--- src/rtl/manhattan_scheduler.sv ---
`default_nettype none
// ============================================================================
// Module  : manhattan_scheduler
// Brief   : Time-multiplexes one shared Manhattan weight-update unit across
//           NUM_WEIGHTS weights. Operands are snapshotted on start, weights
//           are issued one at a time, and results are gathered into a bus
//           that is presented together with the next-sweep eta on done.
// Config  : ETA_DECAY_EN - when defined, eta_out takes the last eta returned
//           by the unit (snapshot eta if no weight was issued). When
//           undefined, eta_out is the snapshot eta and mu_new_eta is unused.
// Revision: 1.0 - initial release
// ============================================================================
module manhattan_scheduler #(
  parameter int BIT_WIDTH    = 32,
  parameter int EXTRA_BITS   = 2,
  parameter int NUM_WEIGHTS  = 4,
  parameter int UNIT_LATENCY = 2
) (
  input  logic                                             clk,
  input  logic                                             rst,
  input  logic                                             start,
  input  logic [NUM_WEIGHTS*(BIT_WIDTH+EXTRA_BITS)-1:0]   Old_Weights_Bus,
  input  logic [NUM_WEIGHTS*(BIT_WIDTH+EXTRA_BITS)-1:0]   Error_Bus,
  input  logic [BIT_WIDTH+EXTRA_BITS-1:0]                 eta_in,
  output logic                                             busy,
  output logic                                             done,
  output logic [NUM_WEIGHTS*(BIT_WIDTH+EXTRA_BITS)-1:0]   Updated_Weights_Bus,
  output logic [BIT_WIDTH+EXTRA_BITS-1:0]                 eta_out,
  output logic                                             Manhattan_Enable,
  output logic [BIT_WIDTH+EXTRA_BITS-1:0]                 mu_old_weight,
  output logic [BIT_WIDTH+EXTRA_BITS-1:0]                 mu_error,
  output logic [BIT_WIDTH+EXTRA_BITS-1:0]                 mu_eta,
  input  logic [BIT_WIDTH+EXTRA_BITS-1:0]                 mu_updated_weight,
  input  logic [BIT_WIDTH+EXTRA_BITS-1:0]                 mu_new_eta
);

  localparam int W    = BIT_WIDTH + EXTRA_BITS;
  localparam int IDXW = (NUM_WEIGHTS > 1) ? $clog2(NUM_WEIGHTS) : 1;
  localparam int CNTW = (UNIT_LATENCY > 1) ? $clog2(UNIT_LATENCY) : 1;

  localparam logic [1:0] S_IDLE    = 2'd0;
  localparam logic [1:0] S_ISSUE   = 2'd1;
  localparam logic [1:0] S_CAPTURE = 2'd2;
  localparam logic [1:0] S_DONE    = 2'd3;

  localparam logic [IDXW-1:0] C_LAST_IDX = IDXW'(NUM_WEIGHTS - 1);
  localparam logic [CNTW-1:0] C_LAST_CNT = CNTW'(UNIT_LATENCY - 1);

  logic [1:0]      r_state, w_next_state;
  logic [IDXW-1:0] r_idx;
  logic [CNTW-1:0] r_cnt;
  logic [W-1:0]    r_weights [NUM_WEIGHTS];
  logic [W-1:0]    r_errors  [NUM_WEIGHTS];
  logic [W-1:0]    r_slots   [NUM_WEIGHTS];
  logic [W-1:0]    w_slots_next [NUM_WEIGHTS];
  logic [W-1:0]    r_eta;
  logic [W-1:0]    w_eta_final;
  logic            w_skip, w_last, w_slot_we;
  logic [W-1:0]    w_slot_wd;

  // A zero-tagged error means the update would be a no-op, so the unit is bypassed
  assign w_skip = (r_errors[r_idx][W-1 -: 2] == 2'b00);
  assign w_last = (r_idx == C_LAST_IDX);

  // State register
  always_ff @(posedge clk) begin
    if (!rst) r_state <= S_IDLE;
    else      r_state <= w_next_state;
  end

  // Next-state logic
  always_comb begin
    w_next_state = r_state;
    case (r_state)
      S_IDLE:    if (start) w_next_state = S_ISSUE;
      S_ISSUE: begin
        if (w_skip)                 w_next_state = w_last ? S_DONE : S_ISSUE;
        else if (r_cnt == C_LAST_CNT) w_next_state = S_CAPTURE;
      end
      S_CAPTURE: w_next_state = w_last ? S_DONE : S_ISSUE;
      default:   w_next_state = S_IDLE;
    endcase
  end

  // Output decode; mu_* follow the snapshot at idx so they hold when idle
  always_comb begin
    busy             = (r_state != S_IDLE);
    done             = (r_state == S_DONE);
    Manhattan_Enable = (r_state == S_ISSUE) && !w_skip;
    mu_old_weight    = r_weights[r_idx];
    mu_error         = r_errors[r_idx];
    mu_eta           = r_eta;
  end

  // Result-slot write: pass-through on skip, unit result on capture
  always_comb begin
    w_slot_we = 1'b0;
    w_slot_wd = r_weights[r_idx];
    if (r_state == S_ISSUE && w_skip) begin
      w_slot_we = 1'b1;
    end else if (r_state == S_CAPTURE) begin
      w_slot_we = 1'b1;
      w_slot_wd = mu_updated_weight;
    end
    for (int i = 0; i < NUM_WEIGHTS; i++) w_slots_next[i] = r_slots[i];
    if (w_slot_we) w_slots_next[r_idx] = w_slot_wd;
  end

`ifdef ETA_DECAY_EN
  logic [W-1:0] r_eta_cand;

  // Candidate eta starts at the snapshot so an all-skip sweep keeps it
  always_ff @(posedge clk) begin
    if (!rst)                                 r_eta_cand <= '0;
    else if (r_state == S_IDLE && start)      r_eta_cand <= eta_in;
    else if (r_state == S_CAPTURE)            r_eta_cand <= mu_new_eta;
  end

  assign w_eta_final = (r_state == S_CAPTURE) ? mu_new_eta : r_eta_cand;
`else
  logic w_unused_new_eta;
  assign w_unused_new_eta = ^mu_new_eta;
  assign w_eta_final      = r_eta;
`endif

  // Datapath: snapshot, sequencing counters, slots and published outputs
  always_ff @(posedge clk) begin
    if (!rst) begin
      r_idx   <= '0;
      r_cnt   <= '0;
      r_eta   <= '0;
      eta_out <= '0;
      Updated_Weights_Bus <= '0;
      for (int i = 0; i < NUM_WEIGHTS; i++) begin
        r_weights[i] <= '0;
        r_errors[i]  <= '0;
        r_slots[i]   <= '0;
      end
    end else begin
      for (int i = 0; i < NUM_WEIGHTS; i++) r_slots[i] <= w_slots_next[i];
      case (r_state)
        S_IDLE: if (start) begin
          r_idx <= '0;
          r_cnt <= '0;
          r_eta <= eta_in;
          for (int i = 0; i < NUM_WEIGHTS; i++) begin
            r_weights[i] <= Old_Weights_Bus[i*W +: W];
            r_errors[i]  <= Error_Bus[i*W +: W];
          end
        end
        S_ISSUE: begin
          if (w_skip) begin
            r_cnt <= '0;
            if (!w_last) r_idx <= r_idx + IDXW'(1);
          end else begin
            r_cnt <= (r_cnt == C_LAST_CNT) ? '0 : r_cnt + CNTW'(1);
          end
        end
        S_CAPTURE: if (!w_last) r_idx <= r_idx + IDXW'(1);
        default: ;
      endcase
      // Publish on entry to DONE so the buses are valid during the done pulse
      if (w_next_state == S_DONE) begin
        eta_out <= w_eta_final;
        for (int i = 0; i < NUM_WEIGHTS; i++)
          Updated_Weights_Bus[i*W +: W] <= w_slots_next[i];
      end
    end
  end

endmodule
`default_nettype wire
--- config.mk ---
export PLATFORM = sky130hd
export DESIGN_NAME = manhattan_scheduler
export DESIGN_NICKNAME = d
export VERILOG_FILES = /design/src/rtl/manhattan_scheduler.sv
export SDC_FILE = /design/constraint.sdc
export NUM_CORES = 1
export LEC_CHECK = 0
export BUFFER_PORTS_ARGS = -buffer_cell sky130_fd_sc_hd__buf_2
export CAP_MARGIN = 20
export CORE_AREA = 4 4 253 255
export DETAILED_ROUTE_END_ITERATION = 10
export DIE_AREA = 0 0 257 259
export PLACE_DENSITY = 0.8
export SYNTH_ARGS = -nofsm -noshare
export SYNTH_HDL_FRONTEND = slang
export SYNTH_SLANG_ARGS = --single-unit
--- constraint.sdc ---
create_clock -name clk -period 7.21 [get_ports clk]
set_input_delay 0.3605 -clock clk [delete_from_list [all_inputs] [get_ports clk]]
set_output_delay 0.3605 -clock clk [all_outputs]
set_load 0.005 [all_outputs]
==> flow_summary.json <==
{
  "numCtsBuffers": 67,
  "final_hold_viol_count": 0,
  "skew_ns": 0.0253,
  "place_congestion": 0.869,
  "slew_viol_final": 0,
  "max-cap-violations": 0,
  "gr-total-overflow": 0,
  "grt_use_met3_pct": 6.02,
  "first_pass_iters": 7,
  "postLayoutCoreUtil_pct": 53.7,
  "vias_per_cell": 5.46,
  "setup_tns_ns": 0,
  "clkLatencyLatePin_ns": 0.60,
  "synth_edf_count": 272,
  "tightest_slew_ns": 1.31,
  "routed_wl_microns": 80500,
  "grt_pass1_wl_microns": 119000,
  "worstReg2RegEnd": "Updated_Weights_Bus[17]",
  "die_x_microns": 257,
  "netlist_instances": 2122,
  "route.detailed.drc": 0,
  "dp_hpwl_microns": 53100,
  "final_antenna_net_count": 0,
  "clk_pin_slew_worst_paths_ns": 0.06,
  "final_area_sq_um": 33100,
  "io_pins": 652,
  "min_to": "r_errors[1][8]",
  "hold_path_depth": 2,
  "seq_area_frac_synth_pct": 56.8,
  "synthDistinctLibCells": 42,
  "final_cells": 3597,
  "dieArea_sq_um": 66600,
  "ff2ff_path_depth": 8,
  "grt_max_degree": 290,
  "criticalPathCategory": "flop to flop",
  "worstPathMaxFanout": 91,
  "core_sq_um": 61600,
  "synth_nets": 2503,
  "area_growth_pct": 24.3,
  "postCtsSetupBuffers": 0,
  "yosys.area.top_type": "edfxtp_1",
  "synthArstFlopShare_pct": 0,
  "avgRoutedWirePerCell_microns": 22.4,
  "drive_above_1_share_pct": 34.9,
  "use_met1_pct": 28.4,
  "grt_antenna_before_repair": 20,
  "num_vias": 19700,
  "syn_area_sq_um": 26600,
  "grt_usage_pct": 23.1,
  "cp.arrival_ns": 5.08,
  "root_buffer": "clkbuf_16",
  "ir_drop_v": 0.000213,
  "gr-usage-met2_pct": 38.7,
  "fin_crit_sh_pct": 63.8,
  "ys_top_cells_by_count": "and2_1 (410), dfxtp_1 (347), edfxtp_1 (272)",
  "slew_headroom_pct": 12.4,
  "io_buffer_count": 617,
  "drt_iter0_drc": 1739,
  "min_from": "Error_Bus[42]",
  "required_ns": 7.69,
  "dpl_cell_area_sq_um": 30100,
  "htree_levels": 3,
  "initial_core_util_pct": 43.2,
  "layout.nets": 3079,
  "min_path_type": "primary input to flop",
  "post_cts_resized": 0,
  "ys_ff_latch": 619,
  "dp.cells": 3404,
  "r2r_slack_ns": 2.61,
  "syn_area_per_cell_sq_um": 12.5,
  "rows": 91,
  "top_usage_layer": "met2",
  "end_kind": "flop",
  "clk_path_buf_depth": 3,
  "rsz0062_at_grt": "false",
  "worstSetupStartpointType": "flop",
  "synth.most_common_cell": "and2_1",
  "ys_top_cells_by_area": "edfxtp_1 (31%), dfxtp_1 (26%), and2_1 (9.6%)",
  "clock-sinks": 619,
  "die_h_microns": 259,
  "status": "complete, no violations",
  "period_needed_ns": 4.60,
  "power.density_nw_per_um2": 256,
  "synth_ff_type": "dfxtp_1",
  "finalSetupViolCount": 0,
  "cts_tree": "built",
  "synth_warnings": 0,
  "grt_pass1_vias": 20000,
  "p_leak_nw": 13.6,
  "max_freq_ghz": 0.217,
  "synth_top_area_share_pct": 30.7
}
-- worst max path at each step --
stage	endpoint	slack (ns)	cells after the start
2_1_floorplan	r_errors[0][0]	0.13	7
5_1_grt	Updated_Weights_Bus[17]	2.34	8
4_1_cts	Updated_Weights_Bus[17]	2.55	8
6_report	Updated_Weights_Bus[17]	2.61	8
3_3_place_gp	Updated_Weights_Bus[51]	2.73	8
3_5_place_dp	Updated_Weights_Bus[134]	2.62	8
-- layout make-up --
| class | count | area (sq um) |
|---|---|---|
| antenna | 10 | 25.0 |
| clock buffer | 98 | 2030 |
| clock inverter | 23 | 231 |
| fill | 5026 | 28500 |
| inverter | 8 | 37.5 |
| multi-input combinational | 1306 | 10700 |
| sequential | 619 | 15100 |
| tap | 837 | 1050 |
| timing repair buffer | 696 | 3900 |
-- layer usage --
layer / vias up / share of wire, %
met4: 10 / 4.2
met3: 215 / 8.2
li1: 8834 / -
met5: - / 0.081
met2: 1045 / 49
met1: 9546 / 39
-- through the flow --
stage	hold slack (ns)	total power, mW	worst slack, ns
3_3_place_gp	0.442	4.99	2.73
4_1_cts	0.000180	8.52	2.55
2_1_floorplan	0.451	4.59	0.131
3_5_place_dp	0.443	5.03	2.62
5_1_grt	0.00754	8.74	2.34
6_report	0.0481	8.47	2.61
-- registers in the layout (all words and copies together), names as in the netlist, named ones only --
name / count
r_slots: 136
Updated_Weights_Bus: 136
mu_eta: 34
r_idx: 2
r_weights: 136
r_state: 2
r_cnt: 1
eta_out: 34
r_errors: 136
-- cells by family (layout without fill, tap and decap cells) --
family	count (synthesis)	after routing	synth area share, %
simple gates	571	571	12.8
other cells	0	10	0
fa+ha+maj	4	4	0.188
buf+inv	197	825	3.28
mux	238	238	13.7
flops	619	619	56.8
compound gates	493	493	13.2
-- worst max-delay path, stage by stage (launching register included) --
cell and delay (ns):
dfxtp_4 0.76, mux4_4 0.84, buf_4 0.40, o31ai_4 0.31, buf_4 0.44, buf_4 0.77
a21boi_0 0.29, o21a_1 0.27, mux2_2 0.27
-- timing repair --
action                                  in CTS  in global routing
hold buffers                                61                  0
endpoints found under the setup margin       0                  0
hold endpoints to repair                    61                  0
-- layout by cell type (no fill, tap or decap), drive strengths merged, types with 68 or more instances in the layout --
cell type  instances
a21boi           137
a21oi            104
and2             410
buf              635
clkbuf            98
dfxtp            347
edfxtp           272
mux2             136
mux4              68
nand2            110
o21a             136
-- where the power goes --
group          switching, mW  internal (mW)
registers             0.0908           3.90
clock network           1.41           2.07
logic                  0.622          0.380
total                   2.12           6.35
(Power assumes the default switching activity.)
